[src/rtl/mau_pkg.sv]
// Shared types and defaults for the memory access unit: FSM states,
// default geometry and the width of the completion counters.
package mau_pkg;

  typedef enum logic [1:0] {
    IDLE  = 2'd0,
    ISSUE = 2'd1,
    RESP  = 2'd2
  } state_t;

  localparam int DATA_W_DEF = 16;
  localparam int DEPTH_DEF  = 16;
  localparam int RD_W_DEF   = 3;
  localparam int CNT_W      = 8;

endpackage

[src/rtl/mem_access_unit_sat_counter.sv]
// Saturating up-counter with synchronous clear; holds at all-ones instead
// of wrapping.
module sat_counter #(
  parameter int WIDTH = 8
) (
  input  logic             clk,
  input  logic             clear,
  input  logic             inc,
  output logic [WIDTH-1:0] count
);

  logic [WIDTH-1:0] count_reg;

  always_ff @(posedge clk) begin
    if (clear) begin
      count_reg <= '0;
    end else if (inc && (count_reg != {WIDTH{1'b1}})) begin
      count_reg <= count_reg + 1'b1;
    end
  end

  assign count = count_reg;

endmodule

[src/rtl/mem_access_unit.sv]
// Single-outstanding load/store sequencer in front of a combinational-read
// data memory. Optional address bounds faulting: define MAU_BOUNDS_CHECK_EN.
module mem_access_unit
  import mau_pkg::*;
#(
  parameter int DATA_W = DATA_W_DEF,
  parameter int DEPTH  = DEPTH_DEF,
  parameter int RD_W   = RD_W_DEF
) (
  input  logic              clk,
  input  logic              rst,
  input  logic              req_valid,
  output logic              req_ready,
  input  logic              req_write,
  input  logic [DATA_W-1:0] req_addr,
  input  logic [DATA_W-1:0] req_wdata,
  input  logic [RD_W-1:0]   req_rd,
  output logic [DATA_W-1:0] mem_address,
  output logic              mem_write,
  output logic [DATA_W-1:0] mem_wdata,
  input  logic [DATA_W-1:0] mem_rdata,
  output logic              rsp_valid,
  input  logic              rsp_ready,
  output logic [DATA_W-1:0] rsp_data,
  output logic [RD_W-1:0]   rsp_rd,
  output logic              rsp_fault,
  output logic [CNT_W-1:0]  load_cnt,
  output logic [CNT_W-1:0]  store_cnt
);

  localparam int AW = (DEPTH > 1) ? $clog2(DEPTH) : 1;

  state_t            state_reg, state_next;
  logic              wr_reg;
  logic [DATA_W-1:0] addr_reg;
  logic [DATA_W-1:0] wdata_reg;
  logic [RD_W-1:0]   rd_reg;
  logic [DATA_W-1:0] rsp_data_reg;
  logic [RD_W-1:0]   rsp_rd_reg;
  logic              rsp_fault_reg;
  logic              fault;
  logic              load_inc;
  logic              store_inc;

`ifdef MAU_BOUNDS_CHECK_EN
  assign fault       = (addr_reg >= DATA_W'(DEPTH));
  assign mem_address = addr_reg;
`else
  // Out-of-range addresses alias modulo DEPTH; nothing can fault.
  assign fault       = 1'b0;
  assign mem_address = DATA_W'(addr_reg[AW-1:0]);
`endif

  assign mem_wdata = wdata_reg;

  always_comb begin
    state_next = state_reg;
    req_ready  = 1'b0;
    mem_write  = 1'b0;
    rsp_valid  = 1'b0;
    case (state_reg)
      IDLE: begin
        req_ready = 1'b1;
        if (req_valid) state_next = ISSUE;
      end
      ISSUE: begin
        mem_write  = wr_reg && !fault;
        state_next = RESP;
      end
      RESP: begin
        rsp_valid = 1'b1;
        if (rsp_ready) state_next = IDLE;
      end
      default: state_next = IDLE;
    endcase
  end

  always_ff @(posedge clk) begin
    if (rst) begin
      state_reg     <= IDLE;
      wr_reg        <= 1'b0;
      addr_reg      <= '0;
      wdata_reg     <= '0;
      rd_reg        <= '0;
      rsp_data_reg  <= '0;
      rsp_rd_reg    <= '0;
      rsp_fault_reg <= 1'b0;
    end else begin
      state_reg <= state_next;
      if (state_reg == IDLE && req_valid) begin
        wr_reg    <= req_write;
        addr_reg  <= req_addr;
        wdata_reg <= req_wdata;
        rd_reg    <= req_rd;
      end
      // Response fields are captured once and then held through RESP.
      if (state_reg == ISSUE) begin
        rsp_data_reg  <= (!wr_reg && !fault) ? mem_rdata : '0;
        rsp_rd_reg    <= rd_reg;
        rsp_fault_reg <= fault;
      end
    end
  end

  assign rsp_data  = rsp_data_reg;
  assign rsp_rd    = rsp_rd_reg;
  assign rsp_fault = rsp_fault_reg;

  assign load_inc  = (state_reg == ISSUE) && !wr_reg && !fault;
  assign store_inc = mem_write;

  sat_counter #(.WIDTH(CNT_W)) u_load_cnt (
    .clk   (clk),
    .clear (rst),
    .inc   (load_inc),
    .count (load_cnt)
  );

  sat_counter #(.WIDTH(CNT_W)) u_store_cnt (
    .clk   (clk),
    .clear (rst),
    .inc   (store_inc),
    .count (store_cnt)
  );

endmodule
[config.mk]
export PLATFORM = sky130hd
export DESIGN_NAME = mem_access_unit
export DESIGN_NICKNAME = d
export VERILOG_FILES = /design/src/rtl/mau_pkg.sv /design/src/rtl/mem_access_unit_sat_counter.sv /design/src/rtl/mem_access_unit.sv
export SDC_FILE = /design/constraint.sdc
export NUM_CORES = 1
export LEC_CHECK = 0
export CAP_MARGIN = 30
export CORE_MARGIN = 2
export CORE_UTILIZATION = 40
export CTS_CLUSTER_DIAMETER = 120
export DETAILED_ROUTE_END_ITERATION = 8
export PLACE_DENSITY = 0.89
export SYNTH_ARGS = -nofsm -noshare
export SYNTH_HDL_FRONTEND = slang
export SYNTH_SLANG_ARGS = --single-unit
[constraint.sdc]
create_clock -name clk -period 1.75 [get_ports clk]
set_input_delay 0.35 -clock clk [delete_from_list [all_inputs] [get_ports clk]]
set_output_delay 0.35 -clock clk [all_outputs]
set_load 0.01 [all_outputs]
# == Yosys cells after proc, flatten, opt, wreduce, memory -nomap -nowiden ==
# Cells that the tools add are included.
# totals
register_bits,61
word_cells,31
# classes
addsub,2
n_eq_ne,6
n_mux,7
n_reduce_logical,7
# op_table
op,n
adder 8 x 1 -> 8 bit (second input constant),2
two-way mux 16 bit,1
inequality test 8 bit (second input constant),2
case mux 2 bit (3 select lines),1
logical AND 1 bit,4
two-way mux 2 bit,2
inequality test 2 bit (second input constant),2
two-way mux 1 bit,3
== test 2 x 1 -> 1 bit (second input constant),1
== test 2 bit (second input constant),1
zero test 2 bit,1
AND reduction 2 bit,1
zero test 1 bit,1

# == Depth between registers and ports, before layout ==
# logic_depth
word_depth,3
mapped_depth,5
mapped_depth_nobuf,4

# == By module ==
# A second synthesis with hierarchy kept.
# hier_totals
hier_cells,279
area_unflattened_um2,2650.0
# modules_own_cells
mod,n_inst,cells_per_inst,area_each_um2,seq_area_each_um2
mem_access_unit,1,187,1789.2,900.9
sat_counter,2,46,430.4,160.2

# == Least setup slack after synthesis ==
# No wires, ideal clock.
# synth_timing
path_kind,flip-flop to flip-flop
startpoint,"register u_load_cnt.count_reg[0], in the netlist u_load_cnt.count[0]"
endpoint,"register u_load_cnt.count_reg[3], in the netlist u_load_cnt.count[3]"
setup_ps,123
t_arrival_ps,1441
t_required_ps,1627
path_slack_ps,186
path_stages_with_launch,6
period_less_slack_ps,1564
cell_sequence,dfxtp_1 ha_1 and4_1 clkbuf_2 a211oi_2 mux2_1
# synth_via
elab_chain_cells,2
elab_cells_between_ends,3
cone_classes,add/sub: 1; eq/ne: 1; reduce/logical: 1
# synth_lines
element,line_no,rtl
"start, declared",mem_access_unit_sat_counter.sv:12,logic [WIDTH-1:0] count_reg;
"start signal, assigned",mem_access_unit_sat_counter.sv:18,count_reg <= count_reg + 1'b1;
"parallel branches: the longest is 2 deep, another holds adder 8 x 1 -> 8 bit",--,
# Several ways; the timed one is not identified.
# A chain may end at the register's enable or synchronous reset.

# == Worst setup path in the final report ==
# layout_timing
startpoint,"register u_load_cnt.count_reg[5], in the netlist u_load_cnt.count[5]"
endpoint,output port load_cnt[5]
# layout_lines
element,line_no,rtl
"end, declared",mem_access_unit.sv:27,"output logic [CNT_W-1:0] load_cnt,"
# No word-level cell between the ends.

==> impl_metrics.tcl <==
set metrics [dict create \
    maxSlewViolCount 0 \
    netlist_instances 287 \
    num_antenna_cells 0 \
    min_period_ps 1680 \
    cp.depth 1 \
    syn-cell-area_um2 2680 \
    synth-seq-cells 61 \
    yosys.area.top_type "dfxtp_1" \
    regArea_um2 1230 \
    critical_path_class "flop to output pin" \
    seqPwrFrac_pct 44.5 \
    r2r_cells 4 \
    fp-row-count 29 \
    crit_slowest_cell "clkdlybuf4s50_1" \
    slew_headroom_pct 57.1 \
    areaGrowthSynthToFinish_pct 48.4 \
    yosys-top-cells-area "dfxtp_1 (46%), mux2i_1 (9.7%), nand3b_1 (4.8%)" \
    cp.required_ps 1400 \
    maxCapViolCount 0 \
    cts_hold_buf 0 \
    rr_endpoint "u_store_cnt.count[2]$_SDFFE_PP0P_" \
    ios 127 \
    post_drt_wl_per_cell_um 13.5 \
    dr.first_iter.drc_count 155 \
    multiInputGateArea_um2 1310 \
    share_comb_of_total_power_pct 14.7 \
    ys.flop_type "dfxtp_1" \
    power.switching_mw 0.821 \
    grt_pass1_vias 2328 \
    crit_arrival_ps 1330 \
    die_area_um2 7370 \
    fin_setup_tns_ps 0 \
    skew_ps 6.87 \
    finalWeightedCongestion 0.769 \
    hpwlAfterDp_um 4790 \
    synth_top_cell_area_share_pct 45.5 \
    leakagePower_nw 1.54 \
    cts_setup_buffers 0 \
    synth_edf_count 0 \
    crit_chain "clkdlybuf4s50_1" \
    antenna_left 0 \
    synth.most_common_cell "dfxtp_1" \
    end_kind "output pin" \
    post_drt_via_cell_ratio 5.04 \
    crit_buf_inv 1 \
    ys_top_cells_by_count "dfxtp_1 (61), nor2_1 (34), mux2i_1 (26)" \
    coreArea_um2 6420 \
    power.total_mw 3.37 \
    run_status "complete, but fails checks" \
    tightest_slew_ps 643 \
    async_flop_share_pct 0 \
    layout_worst_path_cycle_share_pct 96.2 \
    slowest_delay_ps 580 \
    crit_fanout 7 \
    drc 10 \
    start_util_pct 41.7 \
    holdPathEnd "rsp_data[6]$_SDFFE_PP0N_" \
    ys_seq_area_share_pct 45.5 \
    layout.nets 451 \
    layout-drive-gt1-share_pct 12.3 \
    switching_share_pct 24.4 \
    htree_num_levels 3 \
    p_clk_share_pct 40.9 \
    rsz0062_at_grt "no" \
    die_h_um 85.9 \
    drt_first_pass_iters 7 \
    rrSetupSlack_ps 90 \
    violations "design-rule violations" \
    port_buffers 101 \
    setup_viol 0 \
    crit_path_start_kind "flop" \
    syn_area_per_cell_um2 9.34 \
    drt-total-wl_um 6410 \
    cts.sinks 61 \
    cpLargestDelayFamily "buffers and inverters" \
    n_fill_cell 535 \
    path_clk_slew_ps 60 \
    cts_buffer_depth 2 \
    ir_worst_vdd_v 0.000581 \
    hold_class "flop to flop" \
    power_density_nw_per_um2 847 \
    yosysWarnings 0 \
    grt_antenna_before_repair 0 \
    numCtsBuffers 9 \
    yosysUniqueCellTypes 40 \
    holdPathStages 2 \
    gr-total-overflow 0 \
    timing_hold_violations_final 0 \
    track_usage_pct 17.8 \
    internal-power_mw 2.55 \
    grt_max_degree 31 \
    worstSkewPairLatency_ps 330 \
    rr_startpoint "u_store_cnt.count[0]$_SDFFE_PP0P_" \
    hp-start "rsp_data[6]$_SDFFE_PP0N_" \
    grt_pass1_wl_um 10500 \
    dpl_cell_area_um2 3750 \
    stdcell_area_um2 3980 \
    dr_total_vias 2393 \
    die_x_um 85.9 \
    root_buffer "clkbuf_8" \
    maxClockFrequency_mhz 594 \
    cts_tree "built" \
]
[metrics by stage]
step	setup slack [ps]	hold WS, ps	std cells	util, %
floorplan	186	431	299	-
CTS	37.3	454	475	61.8
finish	67.0	452	475	62.0
global placement	101	439	459	58.4
detailed placement	86.1	444	459	58.4
global route	1.74	478	475	62.0
[layer usage]
metal	share of wire (%)	vias to the layer above	global-route usage (%)
met1	42	1102	21.0
li1	-	1178	-
met5	0	-	0
met4	2.3	0	8.37
met3	7.3	15	5.39
met2	48	98	29.7
[cells in the final DEF, fill, tap and decap left out, types with 5 or more instances in the layout]
master	synthesis	final
nor2_1	34	34
inv_1	7	7
conb_1	1	13
buf_4	16	13
a21oi_1	21	21
clkdlybuf4s50_1	0	97
clkbuf_8	0	9
nand2b_1	5	5
dfxtp_2	0	6
dfxtp_1	61	55
nand3b_1	17	17
nor2b_1	11	11
mux2i_1	26	26
nand2_1	22	22
[worst max path at each step]
stage | from | endpoint | slack [ps]
6_report | u_load_cnt.count[5]$_SDFFE_PP0P_ | load_cnt[5] | 70
5_1_grt | u_store_cnt.count[0]$_SDFFE_PP0P_ | store_cnt[0] | 2
4_1_cts | u_store_cnt.count[3]$_SDFFE_PP0P_ | store_cnt[3] | 40
3_5_place_dp | req_valid | mem_wdata[7]$_SDFFE_PP0P_ | 90
3_3_place_gp | req_valid | mem_wdata[0]$_SDFFE_PP0P_ | 100
2_1_floorplan | u_load_cnt.count[0]$_SDFFE_PP0P_ | u_load_cnt.count[3]$_SDFFE_PP0P_ | 190
[area by class of cell]
type / instances / share of cell area [%]
Sequential cell: 61 / 30.9
Clock inverter: 7 / 2.48
Timing Repair Buffer: 114 / 27.6
Inverter: 7 / 0.660
Clock buffer: 9 / 3.11
Multi-Input combinational cell: 200 / 32.8
Tap cell: 77 / 2.42
[power by group through the flow]
stage	Combinational, mW	Sequential [mW]	Clock, mW
6_report	0.494	1.50	1.38
5_1_grt	0.539	1.51	1.50
4_1_cts	0.499	1.50	1.42
3_5_place_dp	0.499	1.53	0
3_3_place_gp	0.490	1.53	0
2_1_floorplan	0.232	1.55	0
[worst reg2reg max path, cell delays in order (launching register included)]
cell	delay, ps
dfxtp_1	360
ha_1	280
and4_1	300
a211oi_1	260
mux2_2	360
[cells by family (layout without fill, tap and decap cells)]
logic type | Yosys count | count (layout) | synth area share (%)
multiplexers | 33 | 33 | 12.6
adder cells (fa/ha/maj) | 2 | 2 | 0.933
AND/OR/NAND/NOR | 111 | 111 | 22.4
flip-flops | 61 | 61 | 45.5
AO/OA/AOI/OAI | 41 | 41 | 10.5
other | 1 | 13 | 0.140
buffers and inverters | 38 | 137 | 7.79
[what timing repair did]
action | CTS | global route
gates cloned | 0 | 0
endpoints found under the setup margin | 4 | 3
gates resized for setup | 6 | 4
Power figures use the tool's default switching activity.
==> patch 1 (same settings) <==
The package constant `CNT_W` goes from 8 to 12.
--- a/src/rtl/mau_pkg.sv
+++ b/src/rtl/mau_pkg.sv
@@ -13,3 +13,3 @@
   localparam int RD_W_DEF   = 3;
-  localparam int CNT_W      = 8;
+  localparam int CNT_W      = 12;
 
Ports: changed (resized load_cnt and store_cnt); port bits go from 127 to 135. The function was not compared with the original's and may differ.
==> patch 1 against the original RTL <==
Design area is 6.3% higher; sequential cell count is 8 higher; routed wire length is 16% higher; power is 3.5% lower; critical path depth stayed put; worst setup slack worse by 6.2 ps; synthesized area is 5.5% higher; critical path type unchanged.
==> patch 1: results (changes against the original RTL) <==
INFO  metric synth_top_cells_by_count = dfxtp_1, nand2_1, a21oi_1, nor2_1, a22oi_1 (was dfxtp_1, nor2_1, mux2i_1, nand2_1, a21oi_1)
INFO  metric holdCritPathClass = primary input to flip-flop (was flip-flop to flip-flop)
INFO  metric critPathTopFamily = buffers and inverters (unchanged)
INFO  metric place_hpwl = 5385 um (was 4789 um)
INFO  metric largest_vdd_supply_drop = 0.5996 mV (was 0.5807 mV)
INFO  metric gr-usage-all-layers = 19.23% (was 17.83%)
INFO  metric nNetsFinal = 508 (was 451)
INFO  metric cts.clk_slew.worst_paths = 70 ps
INFO  metric layout-drive-gt1-share = 10.38% (was 12.31%)
INFO  metric place_worst_setup_slack = 57.28 ps (was 86.15 ps)
INFO  metric post_synth_main_area_contributors = dfxtp_1, nand2_1, a21oi_1, a22oi_1, nor2_1 (was dfxtp_1, mux2i_1, nand3b_1, nor2_1, buf_4)
INFO  metric gp_routability_congestion = 0.8237 (was 0.7689)
INFO  metric outcome = finished, final reports clean (was finished with violations)
INFO  metric grt_start_max_net_pins = 53 (was 31)
INFO  metric routed-via-count = 2772 (was 2393)
INFO  metric critical_path.max_stage_delay = 580 ps (about the same)
INFO  metric worstHoldStart = rst (was rsp_data[6])
INFO  metric placed_area = 0.004049 mm^2 (was 0.003749 mm^2)
INFO  metric drt_pass1_iterations = 4 (was 7)
INFO  metric cp_launch_point = u_load_cnt.count[10] (was u_load_cnt.count[5])
INFO  metric cts_post_setup_buffers_inserted = 0 (unchanged)
INFO  metric slowest_stage_cell_crit_path = clkdlybuf4s50_1 (unchanged)
INFO  metric reg2reg_start = state_reg[1] (was u_store_cnt.count[0])
INFO  metric detail_route.iter0.violations = 159 (was 155)
INFO  metric via_count_of_the_first_global_routing_pass = 2613 (was 2328)
INFO  metric synth_enable_flop_cells = 0 (unchanged)
INFO  metric grt_first_pass_wirelength = 11700 um (was 10470 um)
INFO  metric top_ff_cell_synth = dfxtp_1 (unchanged)
INFO  metric timing.clock.skew = 7.881 ps (was 6.869 ps)
INFO  metric crit_path_max_fanout = 6 (was 7)
INFO  metric numPortBuffers = 109 (was 101)
INFO  metric routedWlPerCell = 13.54 um (was 13.50 um)
INFO  metric ys_seq_area_share = 48.85% (was 45.54%)
INFO  metric netlist.area_leader.share = 48.85% (was 45.54%)
INFO  metric cellLeakagePower = 1.556 nW (was 1.543 nW)
INFO  metric yosys_warnings = 0 (unchanged)
INFO  metric dp.cells = 535 (was 459)
INFO  metric post_synth_inst_count = 334 (was 287)
INFO  metric instances_no_fill = 549 (was 475)
## patch 1: cell types whose count changed in the layout (fill, tap and decap cells not counted), moves of 5 or more
cell             unedited run  this run
nand3b_1                   17         0
clkdlybuf4s50_1            97       103
nor2b_1                    11         4
o31ai_1                     0         9
nand2_1                    22        64
dfxtp_1                    55        61
mux2i_1                    26         3
a21oi_1                    21        45
or4_1                       0         9
or3_1                       0         5
nor2_1                     34        26
a22oi_1                     0        16
inv_1                       7         2
## patch 1: where the power goes
| part | internal, mW | total [mW] | switching, mW |
|---|---|---|---|
| registers | 1.63 | 1.67 | 0.0365 |
| clock network | 0.572 | 1.13 | 0.556 |
| logic | 0.249 | 0.455 | 0.206 |
## patch 1: kinds of logic (layout without fill, tap and decap cells)
kind of cell	after synthesis	after routing	synth area share (%)
compound gates	80	80	17.21
xor+xnor	1	1	0.3098
fa+ha+maj	2	2	0.8848
buf+inv	33	140	6.195
flops	69	69	48.85
mux	4	4	1.460
other cells	1	13	0.1326
simple gates	144	144	24.96
## patch 1: area by class of cell
cell class                 count  area (um^2)
inverter                       2        7.507
clock buffer                  12        155.1
sequential                    69         1391
multi-input combinational    244         1325
timing repair buffer         124         1221
tap                           96        120.1
fill                         604         2601
clock inverter                 2        10.01
## patch 1: metal layers
| metal | global-route usage (%) | part of all wire, % | vias up |
|---|---|---|---|
| li1 | - | - | 1379 |
| met1 | 22.41 | 42 | 1301 |
| met2 | 33.40 | 52 | 83 |
| met3 | 5.467 | 5.3 | 9 |
| met4 | 7.576 | 1.4 | 0 |
| met5 | 0 | 0 | - |
## patch 1: final timing paths
check                    endpoint  slack [ps]
max                  load_cnt[10]          60
min          u_store_cnt.count[4]         440
max reg2reg  u_store_cnt.count[9]         120
min reg2reg          mem_wdata[1]         450
==> patch 2 (config.mk and constraints unchanged) <==
Without the edit above. Put a register stage on the output `store_cnt`, with the module's reset. The value now appears one clock later. The other outputs are not delayed to match.
--- a/src/rtl/mem_access_unit.sv
+++ b/src/rtl/mem_access_unit.sv
@@ -31,2 +31,4 @@
   localparam int AW = (DEPTH > 1) ? $clog2(DEPTH) : 1;
+
+  logic [CNT_W-1:0] store_cnt_d;
 
@@ -122,5 +124,13 @@
     .inc   (store_inc),
-    .count (store_cnt)
+    .count (store_cnt_d)
   );
 
+  always_ff @(posedge clk) begin
+    if (rst) begin
+      store_cnt <= '0;
+    end else begin
+      store_cnt <= store_cnt_d;
+    end
+  end
+
 endmodule
Check against the original RTL: not equivalent (Yosys sat finds a counterexample within 4 cycles, from zero or initial values and one cycle with rst high).
==> patch 2 against the original RTL <==
Via count is 1.9% lower; sequential share of layout area up 4.9 points; worst setup slack gained 11 ps; synthesized area decreased by 3.0%; sequential cell count up 8; power down 0.72%; routed wire length down 7.6%; design area down 2.9%; critical endpoint is now load_cnt[4]; largest cell class is now sequential cells.
==> patch 2: results (changes against the original RTL) <==
INFO  metric post_synth_main_area_contributors = dfxtp_1, nand2_1, a21oi_1, a22oi_1, nor2_1 (was dfxtp_1, mux2i_1, nand3b_1, nor2_1, buf_4)
INFO  metric gp_routability_congestion = 0.9074 (was 0.7689)
INFO  metric intPower = 2.532 mW (was 2.550 mW)
INFO  metric synth_top_cells_by_count = dfxtp_1, nand2_1, a21oi_1, nor2_1, a22oi_1 (was dfxtp_1, nor2_1, mux2i_1, nand2_1, a21oi_1)
INFO  metric detail_route.iter0.violations = 107 (was 155)
INFO  metric worstRegToRegCells = 5 (was 4)
INFO  metric final.hold.worst_slack = 430.3 ps (was 451.8 ps)
INFO  metric largest_vdd_supply_drop = 0.5691 mV (was 0.5807 mV)
INFO  metric worst-r2r-setup-slack = 240 ps (was 90 ps)
INFO  metric worstHoldStart = rst (was rsp_data[6])
INFO  metric crit_path_max_fanout = 5 (was 7)
INFO  metric layout-drive-gt1-share = 6.700% (was 12.31%)
INFO  metric worstHoldEndpoint = store_cnt[7] (was rsp_data[6])
INFO  metric reg2reg_start = u_load_cnt.count[0] (was u_store_cnt.count[0])
INFO  metric setup.worst_path.end = load_cnt[4] (was load_cnt[5])
INFO  metric nNetsFinal = 456 (was 451)
INFO  metric cellLeakagePower = 1.469 nW (was 1.543 nW)
INFO  metric gr-usage-all-layers = 17.27% (was 17.83%)
INFO  metric grt_first_pass_wirelength = 9908 um (was 10470 um)
INFO  metric holdCritPathClass = primary input to flip-flop (was flip-flop to flip-flop)
INFO  metric critPathTopFamily = buffers and inverters (unchanged)
INFO  metric report.power.total = 3.346 mW (was 3.371 mW)
INFO  metric worstReg2RegEnd = u_load_cnt.count[1] (was u_store_cnt.count[2])
INFO  metric via_count_of_the_first_global_routing_pass = 2251 (was 2328)
INFO  metric drt_pass1_iterations = 4 (was 7)
INFO  metric fill_cells = 532 (was 535)
INFO  metric cts.clk_slew.worst_paths = 70 ps
INFO  metric cts_root_buffer = clkbuf_8 (unchanged)
INFO  metric outcome = finished, final reports clean (was finished with violations)
INFO  metric ys_seq_area_share = 53.13% (was 45.54%)
INFO  metric grt_start_max_net_pins = 26 (was 31)
INFO  metric share_clk_of_total_power = 37.1% (was 40.9%)
INFO  metric routed_wl = 5927 um (was 6412 um)
INFO  metric cp_launch_point = u_load_cnt.count[4] (was u_load_cnt.count[5])
INFO  metric timing.clock.skew = 5.229 ps (was 6.869 ps)
INFO  metric clk-insertion-delay-late = 330 ps (about the same)
INFO  metric post_synth_inst_count = 296 (was 287)
INFO  metric power_sequential = 1.66 mW (was 1.50 mW)
INFO  metric instances_no_fill = 480 (was 475)
INFO  metric place_hpwl = 4343 um (was 4789 um)
INFO  metric routed_via_density = 4.890 (was 5.038)
INFO  metric ys_types = 35 (was 40)
patch 2: cell types whose count changed after synthesis, sizes merged, moves of 3 or more:
| cell | change |
|---|---|
| mux2 | -6 |
| mux2i | -22 |
| nor2b | -3 |
| a21oi | +9 |
| nand2 | +30 |
| nand3b | -16 |
| a211oi | -3 |
| o21ai | +4 |
| dfxtp | +8 |
| nor3 | +8 |
| a22oi | +16 |
| xor2 | +3 |
| buf | -4 |
| inv | -4 |
patch 2: cells by family after synthesis:
logic type / count (synthesis) / synth area share (%)
adder cells (fa/ha/maj): 2 / 0.9623
AND/OR/NAND/NOR: 122 / 21.42
buffers and inverters: 32 / 6.689
flip-flops: 69 / 53.13
XOR/XNOR: 4 / 1.348
AO/OA/AOI/OAI: 61 / 14.34
multiplexers: 5 / 1.973
other: 1 / 0.1442
patch 2: cell type report:
cell class / instances / area (um^2) / share of cell area (%)
multi-input cells: 207 / 1090 / 28.20
clock buffers: 10 / 127.6 / 3.302
well taps: 77 / 96.34 / 2.493
repair buffers: 108 / 1092 / 28.26
flip-flops and latches: 69 / 1384 / 35.80
inverters: 3 / 11.26 / 0.2914
clock inverters: 6 / 63.81 / 1.651
patch 2: stage by stage:
stage	worst slack, ps	instance area (um^2)
floorplan	313.9	2645
detailed placement	211.5	3675
CTS	58.09	3864
global placement	217.5	3675
finish	78.35	3865
global route	11.47	3865
patch 2: per-layer routing:
| metal | routed length [um] | track usage [%] | vias to the layer above |
|---|---|---|---|
| li1 | - | - | 1183 |
| met1 | 2466 | 19.73 | 1063 |
| met2 | 2918 | 28.78 | 93 |
| met3 | 482 | 6.490 | 8 |
| met4 | 59 | 7.648 | 0 |
| met5 | 0 | 0 | - |
patch 2: repair_timing:
item                                    4_1_cts  5_1_grt
endpoints found under the setup margin        4        1
resized for setup                             4        1
hold buffers                                  0        0
